## src/rtl/lsu_ctrl_pkg.sv

```systemverilog
// Shared definitions for lsu_ctrl: RV32I load/store funct3 codes, data_mem size/sign encoding,
// controller FSM states and the decode helpers.
package lsu_ctrl_pkg;

    localparam logic [2:0] F3_B  = 3'b000;
    localparam logic [2:0] F3_H  = 3'b001;
    localparam logic [2:0] F3_W  = 3'b010;
    localparam logic [2:0] F3_BU = 3'b100;
    localparam logic [2:0] F3_HU = 3'b101;

    localparam logic [1:0] SZ_BYTE = 2'b00;
    localparam logic [1:0] SZ_HALF = 2'b01;
    localparam logic [1:0] SZ_WORD = 2'b11;

    typedef enum logic [0:0] {
        StRun,
        StTrap
    } lsu_state_e;

    // Bit 2 is sign-extend; funct3 values with no RV32I meaning fall back to word size.
    function automatic logic [2:0] funct3_to_sign_mask(input logic [2:0] funct3);
        logic [1:0] size;
        unique case (funct3[1:0])
            2'b00:   size = SZ_BYTE;
            2'b01:   size = SZ_HALF;
            default: size = SZ_WORD;
        endcase
        return {~funct3[2], size};
    endfunction

    function automatic logic is_misaligned(input logic [1:0] addr_lo, input logic [1:0] size);
        logic mis;
        unique case (size)
            SZ_BYTE: mis = 1'b0;
            SZ_HALF: mis = addr_lo[0];
            default: mis = |addr_lo;
        endcase
        return mis;
    endfunction

endpackage

```

## src/rtl/lsu_resp_fifo.sv

```systemverilog
// Synchronous power-of-two FIFO holding returned load data until writeback takes it.
module lsu_resp_fifo #(
    parameter int unsigned DEPTH = 4,
    parameter int unsigned WIDTH = 37
) (
    input  logic                     clk_i,
    input  logic                     rst_ni,
    input  logic                     push_i,
    input  logic [WIDTH-1:0]         wdata_i,
    input  logic                     pop_i,
    output logic                     empty_o,
    output logic [WIDTH-1:0]         rdata_o,
    output logic [$clog2(DEPTH):0]   count_o
);
    localparam int unsigned PW = $clog2(DEPTH);
    localparam logic [PW:0] FULL_CNT = (PW + 1)'(DEPTH);

    logic [WIDTH-1:0] mem_q [DEPTH];
    logic [PW-1:0]    wptr_q, wptr_d;
    logic [PW-1:0]    rptr_q, rptr_d;
    logic [PW:0]      count_q, count_d;
    logic             full;
    logic             do_push;
    logic             do_pop;

    assign full    = (count_q == FULL_CNT);
    assign empty_o = (count_q == '0);
    assign do_pop  = pop_i & ~empty_o;
    // A pop frees the head slot in the same edge, so a full FIFO can still take a push.
    assign do_push = push_i & (~full | do_pop);
    assign rdata_o = mem_q[rptr_q];
    assign count_o = count_q;

    always_comb begin
        wptr_d  = wptr_q;
        rptr_d  = rptr_q;
        count_d = count_q;
        if (do_push) begin
            wptr_d = wptr_q + 1'b1;
        end
        if (do_pop) begin
            rptr_d = rptr_q + 1'b1;
        end
        if (do_push && !do_pop) begin
            count_d = count_q + 1'b1;
        end else if (!do_push && do_pop) begin
            count_d = count_q - 1'b1;
        end
    end

    always_ff @(posedge clk_i or negedge rst_ni) begin
        if (!rst_ni) begin
            wptr_q  <= '0;
            rptr_q  <= '0;
            count_q <= '0;
            for (int i = 0; i < DEPTH; i++) begin
                mem_q[i] <= '0;
            end
        end else begin
            wptr_q  <= wptr_d;
            rptr_q  <= rptr_d;
            count_q <= count_d;
            if (do_push) begin
                mem_q[wptr_q] <= wdata_i;
            end
        end
    end

    assert property (@(posedge clk_i) disable iff (!rst_ni) push_i |-> (!full || pop_i))
        else $error("lsu_resp_fifo overflow: push while full");

endmodule

```

## src/rtl/lsu_ctrl.sv

```systemverilog
// Load/store control stage between EX and data_mem: one-cycle issue, credit-tracked loads,
// misalignment trap. Defining LSU_STATS_EN adds load/store/stall counters.
module lsu_ctrl
    import lsu_ctrl_pkg::*;
#(
    parameter int unsigned RESP_DEPTH = 4,
    parameter int unsigned REG_W      = 5
) (
    input  logic             clk_i,
    input  logic             rst_ni,
    input  logic             req_valid_i,
    output logic             req_ready_o,
    input  logic             req_is_load_i,
    input  logic             req_is_store_i,
    input  logic [31:0]      req_addr_i,
    input  logic [31:0]      req_wdata_i,
    input  logic [2:0]       req_funct3_i,
    input  logic [REG_W-1:0] req_rd_i,
    input  logic             kill_i,
    output logic [31:0]      dmem_addr_o,
    output logic [31:0]      dmem_wdata_o,
    output logic             dmem_w_ena_o,
    output logic             dmem_r_ena_o,
    output logic [2:0]       dmem_sign_mask_o,
    input  logic [31:0]      dmem_rdata_i,
    output logic             wb_valid_o,
    input  logic             wb_ready_i,
    output logic [REG_W-1:0] wb_rd_o,
    output logic [31:0]      wb_data_o,
    output logic             misalign_o,
    output logic [31:0]      misalign_addr_o,
    input  logic             trap_ack_i
`ifdef LSU_STATS_EN
    ,
    output logic [31:0]      stat_loads_o,
    output logic [31:0]      stat_stores_o,
    output logic [31:0]      stat_stall_o
`endif
);
    localparam int unsigned CW = $clog2(RESP_DEPTH) + 1;
    localparam int unsigned FW = REG_W + 32;

    lsu_state_e state_q, state_d;

    logic             iss_valid_q, iss_valid_d;
    logic             iss_load_q;
    logic [31:0]      iss_addr_q;
    logic [31:0]      iss_wdata_q;
    logic [2:0]       iss_mask_q;
    logic [REG_W-1:0] iss_rd_q;

    logic             resp_valid_q;
    logic [REG_W-1:0] resp_rd_q;
    logic [31:0]      misalign_addr_q;

    logic [2:0]       req_mask;
    logic             req_fire;
    logic             misalign_now;
    logic [CW:0]      credits_used;
    logic             fifo_push;
    logic             fifo_empty;
    logic [CW-1:0]    fifo_cnt;
    logic [FW-1:0]    fifo_head;

    assign req_mask = funct3_to_sign_mask(req_funct3_i);

    // Every load from issue through FIFO holds one credit, so data_mem can never outrun the FIFO.
    assign credits_used = {1'b0, fifo_cnt}
                        + (CW + 1)'(iss_valid_q & iss_load_q)
                        + (CW + 1)'(resp_valid_q);

    assign req_ready_o = rst_ni && (state_q == StRun)
                         && (credits_used < (CW + 1)'(RESP_DEPTH));

    assign req_fire     = req_valid_i & req_ready_o & (req_is_load_i | req_is_store_i) & ~kill_i;
    assign misalign_now = req_fire & is_misaligned(req_addr_i[1:0], req_mask[1:0]);
    assign iss_valid_d  = req_fire & ~misalign_now;

    always_ff @(posedge clk_i or negedge rst_ni) begin
        if (!rst_ni) begin
            iss_valid_q <= 1'b0;
            iss_load_q  <= 1'b0;
            iss_addr_q  <= '0;
            iss_wdata_q <= '0;
            iss_mask_q  <= '0;
            iss_rd_q    <= '0;
        end else begin
            iss_valid_q <= iss_valid_d;
            if (iss_valid_d) begin
                iss_load_q  <= req_is_load_i;
                iss_addr_q  <= req_addr_i;
                iss_wdata_q <= req_wdata_i;
                iss_mask_q  <= req_mask;
                iss_rd_q    <= req_rd_i;
            end
        end
    end

    // A flush in the issue cycle must stop the access before data_mem sees it.
    assign dmem_r_ena_o     = iss_valid_q & iss_load_q & ~kill_i;
    assign dmem_w_ena_o     = iss_valid_q & ~iss_load_q & ~kill_i;
    assign dmem_addr_o      = iss_addr_q;
    assign dmem_wdata_o     = iss_wdata_q;
    assign dmem_sign_mask_o = iss_mask_q;

    always_ff @(posedge clk_i or negedge rst_ni) begin
        if (!rst_ni) begin
            resp_valid_q <= 1'b0;
            resp_rd_q    <= '0;
        end else begin
            resp_valid_q <= dmem_r_ena_o;
            if (dmem_r_ena_o) begin
                resp_rd_q <= iss_rd_q;
            end
        end
    end

    // Response data is only valid this cycle, so a flush now is the killed case.
    assign fifo_push = resp_valid_q & ~kill_i;

    lsu_resp_fifo #(
        .DEPTH (RESP_DEPTH),
        .WIDTH (FW)
    ) u_resp_fifo (
        .clk_i   (clk_i),
        .rst_ni  (rst_ni),
        .push_i  (fifo_push),
        .wdata_i ({resp_rd_q, dmem_rdata_i}),
        .pop_i   (wb_ready_i),
        .empty_o (fifo_empty),
        .rdata_o (fifo_head),
        .count_o (fifo_cnt)
    );

    assign wb_valid_o = ~fifo_empty;
    assign wb_rd_o    = fifo_head[FW-1:32];
    assign wb_data_o  = fifo_head[31:0];

    always_comb begin
        state_d = state_q;
        unique case (state_q)
            StRun: begin
                if (misalign_now) begin
                    state_d = StTrap;
                end
            end
            StTrap: begin
                if (trap_ack_i || kill_i) begin
                    state_d = StRun;
                end
            end
            default: state_d = StRun;
        endcase
    end

    always_ff @(posedge clk_i or negedge rst_ni) begin
        if (!rst_ni) begin
            state_q         <= StRun;
            misalign_addr_q <= '0;
        end else begin
            state_q <= state_d;
            if (misalign_now) begin
                misalign_addr_q <= req_addr_i;
            end
        end
    end

    assign misalign_o      = (state_q == StTrap);
    assign misalign_addr_o = misalign_addr_q;

`ifdef LSU_STATS_EN
    logic [31:0] stat_loads_q;
    logic [31:0] stat_stores_q;
    logic [31:0] stat_stall_q;

    always_ff @(posedge clk_i or negedge rst_ni) begin
        if (!rst_ni) begin
            stat_loads_q  <= '0;
            stat_stores_q <= '0;
            stat_stall_q  <= '0;
        end else begin
            if (dmem_r_ena_o) begin
                stat_loads_q <= stat_loads_q + 32'd1;
            end
            if (dmem_w_ena_o) begin
                stat_stores_q <= stat_stores_q + 32'd1;
            end
            if (req_valid_i && !req_ready_o) begin
                stat_stall_q <= stat_stall_q + 32'd1;
            end
        end
    end

    assign stat_loads_o  = stat_loads_q;
    assign stat_stores_o = stat_stores_q;
    assign stat_stall_o  = stat_stall_q;
`endif

endmodule

```

## config.mk

```make
export PLATFORM = sky130hd
export DESIGN_NAME = lsu_ctrl
export DESIGN_NICKNAME = d
export VERILOG_FILES = /design/src/rtl/lsu_ctrl_pkg.sv /design/src/rtl/lsu_resp_fifo.sv /design/src/rtl/lsu_ctrl.sv
export SDC_FILE = /design/constraint.sdc
export NUM_CORES = 1
export LEC_CHECK = 0
export BUFFER_PORTS_ARGS = -buffer_cell sky130_fd_sc_hd__buf_2
export CORE_ASPECT_RATIO = 1.25
export CORE_UTILIZATION = 54
export DETAILED_ROUTE_END_ITERATION = 7
export GPL_TIMING_DRIVEN = 1
export PLACE_DENSITY = 0.8
export SLEW_MARGIN = 15
export SYNTH_ARGS = -nofsm -noshare
export SYNTH_HDL_FRONTEND = slang
export SYNTH_SLANG_ARGS = --single-unit
```

## constraint.sdc

```tcl
create_clock -name clk_i -period 3 [get_ports clk_i]
set_input_delay 0.6 -clock clk_i [delete_from_list [all_inputs] [get_ports clk_i]]
set_output_delay 0.6 -clock clk_i [all_outputs]
set_load 0.1 [all_outputs]
```

==> flow_metrics.env, run 1 <==
export IMPL_synth_edf_count=0
export IMPL_routed_via_density=5.36
export IMPL_reg2reg_slack_ns=0.58
export IMPL_row_count=58
export IMPL_ys_flop_type="dfrtp_1"
export IMPL_track_usage_pct=22.5
export IMPL_postCtsSetupBuffers=0
export IMPL_avgSynthCellArea_sq_um=17.3
export IMPL_grt_pass1_wl_mm=37.0
export IMPL_min_period_ns=2.66
export IMPL_antenna_found_initial=2
export IMPL_mostFrequentLayoutCells="dfrtp_1, buf_2, mux2_2"
export IMPL_rsz0062_at_grt="no"
export IMPL_die_area_sq_um=21200
export IMPL_post_route_util_pct=67.5
export IMPL_crit_required_ns=2.40
export IMPL_multi_input_area_sq_um=4210
export IMPL_setup_viol=0
export IMPL_setup_tns_ns=0
export IMPL_ff2ff_path_depth=7
export IMPL_cts_tree="yes"
export IMPL_routed_top_layer="met4"
export IMPL_startpoint="u_resp_fifo.rptr_q[1]"
export IMPL_synth_cells=643
export IMPL_ys_top_cells_by_area="dfrtp_1, mux2_2, mux4_2"
export IMPL_overflow=0
export IMPL_hpwl_mm=15.0
export IMPL_r2r_end="dmem_addr_o[23]"
export IMPL_vias=6436
export IMPL_insertion_delay_ns=0.52
export IMPL_path_clk_slew_ns=0.06
export IMPL_final_nets=1029
export IMPL_fmax_ghz=0.376
export IMPL_drive_gt1_share_pct=61.4
export IMPL_die_w_um=130
export IMPL_hold_class="input port to asynchronous set/reset pin"
export IMPL_syn2layout_area_growth_pct=22.5
export IMPL_synthArstFlopShare_pct=100
export IMPL_wl_met3_mm=1.68
export IMPL_io_pins=253
export IMPL_seq_area_sq_um=6710
export IMPL_tightest_slew_ns=0.727
export IMPL_cts_buffer_depth=3
export IMPL_fin_crit_sh_pct=88.7
export IMPL_cts_repair_resized=0
export IMPL_cts_root_buf="clkbuf_16"
export IMPL_clock_skew_ns=0.0143
export IMPL_slew_viol_final=0
export IMPL_max_slew_margin_pct=51.5
export IMPL_dr_wl_met2_mm=11.6
export IMPL_maxCapViolations=0
export IMPL_reg2reg_from="u_resp_fifo.count_o[0]"
export IMPL_syn_nets=762
export IMPL_layout_commonest_cell="dfrtp_1"
export IMPL_critical_path_cell_chain="buf_12 > mux4_2 > buf_2"
export IMPL_synth_top_cell_area_share_pct=60.3
export IMPL_yosysWarnings=0
export IMPL_die_h_um=162
export IMPL_cts_buffers_inserted=27
export IMPL_cts_hold_buf=0
export IMPL_antenna_left=0
export IMPL_grt_pass1_vias=7189
export IMPL_place_gp_congestion=0.770
export IMPL_wl_met1_mm=9.04
export IMPL_io_buffer_count=252
export IMPL_hold_violations=0
export IMPL_crit_path_end="wb_data_o[25]"
export IMPL_crit_type="flop to output port"
export IMPL_post_drt_wl_per_cell_um=18.9
export IMPL_drc=0
export IMPL_start_util_pct=55.1
export IMPL_clock_sinks=268
export IMPL_grt_max_degree=136
export IMPL_worst_setup_path_end_kind="output port"
export IMPL_ys_types=33
export IMPL_core_sq_um=20200
export IMPL_status="finished clean"
export IMPL_num_fill_cells=1465
export IMPL_drtIter0Drc=250
export IMPL_crit_path_max_incr_delay_ns=0.62
export IMPL_critPathSlowestCell="dfrtp_2"
export IMPL_dr_pass1_iters=6
export IMPL_synth_seq_area_share_pct=60.3
export IMPL_synth_top_cell_by_area="dfrtp_1"
export IMPL_arrival_ns=2.06
export IMPL_wl_mm=22.7
export IMPL_h_tree_depth=1
export IMPL_synth_seq_cells=268
export IMPL_worstPathMaxFanout=26
export IMPL_start_kind="flop"
export IMPL_synth_area_sq_um=11100
[state kept, by name, indices dropped and copies added, names as in the netlist]
register,count
dmem_addr_o,32
dmem_sign_mask_o,3
dmem_wdata_o,32
iss_load_q,1
iss_rd_q,5
iss_valid_q,1
misalign_addr_o,32
misalign_o,1
resp_rd_q,5
resp_valid_q,1
u_resp_fifo.count_o,3
u_resp_fifo.mem_q,148
u_resp_fifo.rptr_q,2
u_resp_fifo.wptr_q,2
[cells in the mapped netlist (4+ instances only)]
master   number
buf_2        18
nor2_1        5
ha_1          6
inv_1         5
mux2_2      180
buf_6         8
mux2_1       48
dfrtp_1     268
mux4_2       37
nand2_1       7
xnor2_1       4
mux2_4       29
[worst max-delay path, delay by kind of cell (launching register included)]
| family | cells | cell delay [ns] |
|---|---|---|
| mux | 1 | 0.23 |
| flops | 1 | 0.62 |
| buf+inv | 2 | 0.69 |
[metal layers]
metal,up-vias,track usage (%)
met5,-,0
met4,0,5.90
met3,31,5.75
met2,208,39.3
met1,3321,27.7
li1,2876,-
[worst min-delay path by stage]
stage,cells after the start,endpoint,startpoint
after floorplan,0,dmem_addr_o[0],rst_ni
after global routing,2,dmem_sign_mask_o[2],req_funct3_i[2]
after CTS,2,dmem_sign_mask_o[2],req_funct3_i[2]
after detailed placement,1,dmem_wdata_o[10],dmem_wdata_o[10]
after global placement,1,dmem_wdata_o[26],dmem_wdata_o[26]
final,2,u_resp_fifo.mem_q[75],rst_ni
[through the flow]
| stage | setup slack, ns | std cells | area [sq um] | hold slack, ns |
|---|---|---|---|---|
| after floorplan | 0.325 | 643 | 11100 | 0.304 |
| after global placement | 0.553 | 1151 | 12800 | 0.464 |
| after detailed placement | 0.527 | 1151 | 12800 | 0.469 |
| after CTS | 0.288 | 1199 | 13600 | 0.244 |
| after global routing | 0.252 | 1200 | 13600 | 0.247 |
| final | 0.339 | 1200 | 13600 | 0.191 |
[final cells by class]
class	count	share of cell area [%]
clock buffers	38	5.56
multi-input cells	338	30.9
clock inverters	10	0.634
inverters	6	0.174
well taps	270	2.48
repair buffers	269	11.0
diodes	1	0.0184
flip-flops and latches	268	49.2
[cell families after synthesis]
logic type               after synthesis  synth area share [%]
adder cells (fa/ha/maj)                7                 0.855
buffers and inverters                 37                  2.00
flip-flops                           268                  60.3
AO/OA/AOI/OAI                          7                 0.450
multiplexers                         295                  34.6
XOR/XNOR                               6                 0.473
AND/OR/NAND/NOR                       23                  1.32
Power of run 1 is not shown: default switching activity piles up to over one toggle a cycle in this logic, so the estimate is an artifact.
==> inputs of run 2 (changes only) <==
--- a/config.mk
+++ b/config.mk
@@ -5,11 +5,13 @@
 export SDC_FILE = /design/constraint.sdc
 export NUM_CORES = 1
 export LEC_CHECK = 0
+export ABC_AREA = 1
 export BUFFER_PORTS_ARGS = -buffer_cell sky130_fd_sc_hd__buf_2
 export CORE_ASPECT_RATIO = 1.25
-export CORE_UTILIZATION = 54
+export CORE_UTILIZATION = 55
 export DETAILED_ROUTE_END_ITERATION = 7
 export GPL_TIMING_DRIVEN = 1
+export HOLD_SLACK_MARGIN = 0.03
 export PLACE_DENSITY = 0.8
 export SLEW_MARGIN = 15
 export SYNTH_ARGS = -nofsm -noshare
==> run 2 against run 1 <==
  * Fmax decreased by 7.8%
  * Register-to-register slack better by 0.10 ns
  * Via count grew 70%
  * Area after synthesis up 6.2%
  * Global-route usage is 8.1 points higher
  * Worst setup slack got worse by 0.22 ns
==> flow_metrics.env, run 2 <==
export IMPL_insertion_delay_ns=0.52
export IMPL_grt_pass1_wl_mm=55.4
export IMPL_row_count=59
export IMPL_synth_top_cell_by_area="dfrtp_1"
export IMPL_routed_via_density=5.74
export IMPL_cts_buffers_inserted=28
export IMPL_hold_class="input port to flop"
export IMPL_crit_required_ns=2.40
export IMPL_status="finished clean"
export IMPL_regMostFlops="u_resp_fifo.mem_q"
export IMPL_core_sq_um=21000
export IMPL_worst_setup_path_end_kind="output port"
export IMPL_fin_crit_sh_pct=96.2
export IMPL_setup_viol=0
export IMPL_final_nets=1729
export IMPL_io_pins=253
export IMPL_synth_area_sq_um=11800
export IMPL_tightest_slew_ns=0.966
export IMPL_overflow=0
export IMPL_critical_path_cell_chain="inv_2 > buf_12 > o21ai_0 > o22ai_2 > buf_2"
export IMPL_rsz0062_at_grt="no"
export IMPL_min_period_ns=2.88
export IMPL_cts_root_buf="clkbuf_16"
export IMPL_die_h_um=166
export IMPL_syn2layout_area_growth_pct=26.1
export IMPL_drive_gt1_share_pct=23.4
export IMPL_syn_nets=1525
export IMPL_ys_types=23
export IMPL_track_usage_pct=30.7
export IMPL_clock_sinks=268
export IMPL_dr_pass1_iters=5
export IMPL_synth_seq_cells=268
export IMPL_critPathSlowestCell="dfrtp_4"
export IMPL_hold_violations=0
export IMPL_crit_type="flop to output port"
export IMPL_grt_pass1_vias=11140
export IMPL_vias=10942
export IMPL_start_util_pct=56.3
export IMPL_post_drt_wl_per_cell_um=17.6
export IMPL_fmax_ghz=0.347
export IMPL_synth_most_common_cell="nand2_1"
export IMPL_ff2ff_path_depth=10
export IMPL_io_buffer_count=252
export IMPL_h_tree_depth=1
export IMPL_die_area_sq_um=22100
export IMPL_avgSynthCellArea_sq_um=8.40
export IMPL_antenna_found_initial=2
export IMPL_hpwl_mm=20.7
export IMPL_largest_register_ffs=148
export IMPL_clock_skew_ns=0.0107
export IMPL_mostFrequentLayoutCells="nand2_1, dfrtp_1, buf_2"
export IMPL_grt_max_degree=182
export IMPL_ys_flop_type="dfrtp_1"
export IMPL_drtIter0Drc=774
export IMPL_hold_depth=2
export IMPL_ys_top_cells_by_area="dfrtp_1, nand2_1, o21ai_0"
export IMPL_ys_top_cells_by_count="nand2_1, dfrtp_1, o21ai_0"
export IMPL_postCtsSetupBuffers=0
export IMPL_start_kind="flop"
export IMPL_slew_viol_final=0
export IMPL_maxCapViolations=0
export IMPL_crit_path_max_incr_delay_ns=0.64
export IMPL_arrival_ns=2.28
export IMPL_cts_tree="yes"
export IMPL_synth_edf_count=0
export IMPL_place_gp_congestion=0.815
export IMPL_layout_commonest_cell="nand2_1"
export IMPL_max_slew_margin_pct=35.6
export IMPL_synthArstFlopShare_pct=100
export IMPL_synth_cells=1406
export IMPL_synth_seq_area_share_pct=56.8
export IMPL_drc=0
export IMPL_cts_buffer_depth=3
export IMPL_yosysWarnings=0
export IMPL_wl_mm=33.5
export IMPL_worstPathMaxFanout=58
export IMPL_setup_tns_ns=0
export IMPL_synth_top_cell_area_share_pct=56.8
export IMPL_die_w_um=133
export IMPL_path_clk_slew_ns=0.06
export IMPL_antenna_left=0
-- run 2: final cells by class --
cell class | instances | area, sq um
Sequential cell | 268 | 6710
Fill cell | 1628 | 6070
Multi-Input combinational cell | 1006 | 4820
Timing Repair Buffer | 285 | 1980
Clock buffer | 43 | 888
Tap cell | 274 | 343
Inverter | 21 | 78.8
Clock inverter | 8 | 71.3
Antenna cell | 1 | 2.50
-- run 2: cell families (layout without fill, tap and decap cells) --
group,after synthesis,in the layout,share of synthesized area (%)
xor gates and xnor gates,4,4,0.297
and+or+nand+nor,729,729,25.7
buffers and inverters,132,357,4.66
other,0,1,0
DFF,268,268,56.8
AOI/OAI and AO/OA,265,265,11.7
muxes,1,1,0.0953
adders and majority gates,7,7,0.805
-- run 2: per-stage QoR --
stage	cell area (sq um)	util, %	hold slack [ns]	worst slack [ns]	std cells
detailed placement	13900	66.4	0.453	0.538	1853
global route	14900	71.0	0.246	0.0335	1906
floorplan	12000	-	0.304	0.404	1406
CTS	14900	71.0	0.236	0.0217	1905
finish	14900	71.0	0.250	0.115	1906
global placement	13900	66.4	0.448	0.570	1853
-- run 2: what timing repair did --
action / in CTS / in global routing
resized for setup: 0 / 1
endpoints found under the hold margin: 29 / 0
endpoints found under the setup margin: 0 / 14
hold buffers: 1 / 0
-- run 2: path summary, 6_finish.rpt --
path,startpoint,end,slack (ns)
hold / removal,trap_ack_i,misalign_o,0.25
setup reg to reg,u_resp_fifo.count_o[1],u_resp_fifo.count_o[2],0.68
min in group asynchronous,rst_ni,u_resp_fifo.mem_q[22],0.51
max in group asynchronous,rst_ni,dmem_addr_o[10],1.22
hold reg to reg,iss_rd_q[0],iss_rd_q[0],0.47
setup / recovery,u_resp_fifo.rptr_q[0],wb_data_o[4],0.12
-- run 2: critical path: cells and delay by family (launching register included) --
kind            cells  cell delay [ns]
flops               1             0.64
buf+inv             3             0.84
compound gates      2             0.25
-- run 2: per-layer routing --
metal	vias up	track usage (%)	part of all wire, %
met5	-	0	0.030
met4	2	11.0	2.6
met3	72	5.98	8.1
met2	480	53.2	50
met1	5306	37.9	39
li1	5082	-	-
Power of run 2 is left out for the same reason.
==> inputs of run 3 (changes only) <==
--- a/config.mk
+++ b/config.mk
@@ -11,8 +11,8 @@
 export CORE_UTILIZATION = 55
 export DETAILED_ROUTE_END_ITERATION = 7
 export GPL_TIMING_DRIVEN = 1
-export HOLD_SLACK_MARGIN = 0.03
-export PLACE_DENSITY = 0.8
+export HOLD_SLACK_MARGIN = 0.02
+export PLACE_DENSITY = 0.89
 export SLEW_MARGIN = 15
 export SYNTH_ARGS = -nofsm -noshare
 export SYNTH_HDL_FRONTEND = slang
==> run 3 against run 2 <==
  * Global-route usage rose by 0.66 points
  * First-iteration DRC count increased by 43%
  * Largest cell class unchanged
  * Critical path depth fell by 1
  * Via count grew 3.0%
  * Fmax rose by 5.8%
  * Final area up 0.74%
  * Register-to-register slack better by 0.27 ns
  * Worst setup slack better by 0.16 ns
  * Worst hold slack better by 0.032 ns
  * Sequential share of layout area down 0.35 points
  * Clock-buffer cell count decreased by 4
  * Core utilization is 0.53 points higher
==> flow_metrics.env, run 3 (synthesis results as in run 2) <==
export IMPL_seq_area_sq_um=6710
export IMPL_start_kind="flop"
export IMPL_cts_tree="yes"
export IMPL_cts_hold_buf=1
export IMPL_die_area_sq_um=22100
export IMPL_io_buffer_count=252
export IMPL_placed_cells=1854
export IMPL_postCtsSetupBuffers=0
export IMPL_grt_max_degree=183
export IMPL_core_sq_um=21000
export IMPL_path_clk_slew_ns=0.06
export IMPL_largest_register_ffs=148
export IMPL_post_route_util_pct=71.6
export IMPL_routed_via_density=5.92
export IMPL_dr_pass1_iters=5
export IMPL_vias=11275
export IMPL_mostFrequentLayoutCells="nand2_1, dfrtp_1, o21ai_0, buf_2, nand4_1"
export IMPL_clock_skew_ns=0.0118
export IMPL_status="finished clean"
export IMPL_arrival_ns=2.13
export IMPL_multi_input_area_sq_um=4820
export IMPL_cts_buffer_depth=3
export IMPL_tightest_slew_ns=1.04
export IMPL_die_w_um=133
export IMPL_num_fill_cells=1485
export IMPL_post_drt_wl_per_cell_um=18.1
export IMPL_crit_family="compound AO/OA/AOI/OAI gates"
export IMPL_final_nets=1729
export IMPL_antenna_found_initial=2
export IMPL_cp_depth=4
export IMPL_max_slew_margin_pct=30.5
export IMPL_critPathBufInv=2
export IMPL_finalNonFillerCells=1905
export IMPL_drc=0
export IMPL_clock_sinks=268
export IMPL_setup_viol=0
export IMPL_antenna_left=0
export IMPL_crit_path_max_incr_delay_ns=0.40
export IMPL_place_gp_congestion=0.803
export IMPL_track_usage_pct=31.3
export IMPL_rsz0062_at_grt="no"
export IMPL_h_tree_depth=1
export IMPL_regMostFlops="u_resp_fifo.mem_q"
export IMPL_cts_buffers_inserted=27
export IMPL_hpwl_mm=21.2
export IMPL_syn2layout_area_growth_pct=27.0
export IMPL_crit_required_ns=2.40
export IMPL_die_h_um=166
export IMPL_fin_crit_sh_pct=90.9
export IMPL_cts_repair_resized=0
export IMPL_grt_pass1_vias=11244
export IMPL_overflow=0
export IMPL_drive_gt1_share_pct=23.1
export IMPL_hold_class="input port to flop"
export IMPL_layout_commonest_cell="nand2_1"
export IMPL_maxCapViolations=0
export IMPL_worst_setup_path_end_kind="output port"
export IMPL_grt_pass1_wl_mm=56.0
export IMPL_fmax_ghz=0.367
export IMPL_insertion_delay_ns=0.53
export IMPL_hold_depth=2
export IMPL_slew_viol_final=0
export IMPL_critPathSlowestCell="buf_4"
export IMPL_row_count=59
export IMPL_io_pins=253
export IMPL_cts_root_buf="clkbuf_16"
export IMPL_worstPathMaxFanout=38
export IMPL_wl_mm=34.5
export IMPL_setup_tns_ns=0
export IMPL_min_period_ns=2.73
export IMPL_crit_type="flop to output port"
export IMPL_critical_path_cell_chain="buf_4 > o21ai_0 > o22ai_2 > buf_12"
export IMPL_drtIter0Drc=1108
export IMPL_hold_violations=0
export IMPL_ff2ff_path_depth=7
export IMPL_start_util_pct=56.3
==> run 3: changes by cell type in the layout (fill, tap and decap cells not counted), sizes merged <==
cell,delta
clkbuf,-4
buf,+1
clkinv,+1
diode,+1
==> run 3: cell type report <==
| class | instances | share of cell area (%) |
|---|---|---|
| Sequential cell | 268 | 44.7 |
| Multi-Input combinational cell | 1006 | 32.1 |
| Timing Repair Buffer | 286 | 14.6 |
| Clock buffer | 39 | 5.27 |
| Tap cell | 274 | 2.28 |
| Inverter | 21 | 0.525 |
| Clock inverter | 9 | 0.492 |
| Antenna cell | 2 | 0.0334 |
==> run 3: final timing paths <==
check	end	startpoint	slack, ns
setup / recovery	wb_rd_o[0]	u_resp_fifo.rptr_q[1]	0.27
hold / removal	misalign_o	trap_ack_i	0.28
setup reg to reg	dmem_addr_o[12]	u_resp_fifo.count_o[0]	0.95
hold reg to reg	dmem_wdata_o[15]	dmem_wdata_o[15]	0.46
max in group asynchronous	u_resp_fifo.rptr_q[0]	rst_ni	1.26
min in group asynchronous	u_resp_fifo.mem_q[22]	rst_ni	0.47
==> run 3: metrics by stage <==
step / area (sq um) / setup slack [ns] / hold slack [ns]
2_1_floorplan: 12000 / 0.404 / 0.304
3_3_place_gp: 14100 / 0.699 / 0.410
3_5_place_dp: 14100 / 0.659 / 0.409
4_1_cts: 15000 / 0.307 / 0.261
5_1_grt: 15000 / 0.230 / 0.261
6_report: 15000 / 0.273 / 0.282
==> run 3: worst register-to-register path: cells and delay by family, from the launching register on <==
| kind | cells | cell delay (ns) |
|---|---|---|
| simple gates | 4 | 0.62 |
| buf+inv | 1 | 0.40 |
| compound gates | 1 | 0.23 |
| flops | 1 | 0.44 |
| fa+ha+maj | 1 | 0.30 |
==> run 3: metal layers <==
metal	share of wire [%]	wire length, um	GRT usage (%)	up-vias
met2	51	17500	53.9	693
met3	9.8	3370	5.65	102
met4	3.3	1130	12.9	0
met1	36	12500	38.8	5406
li1	-	-	-	5074
met5	0	0	0	-
Power of run 3 is left out for the same reason.
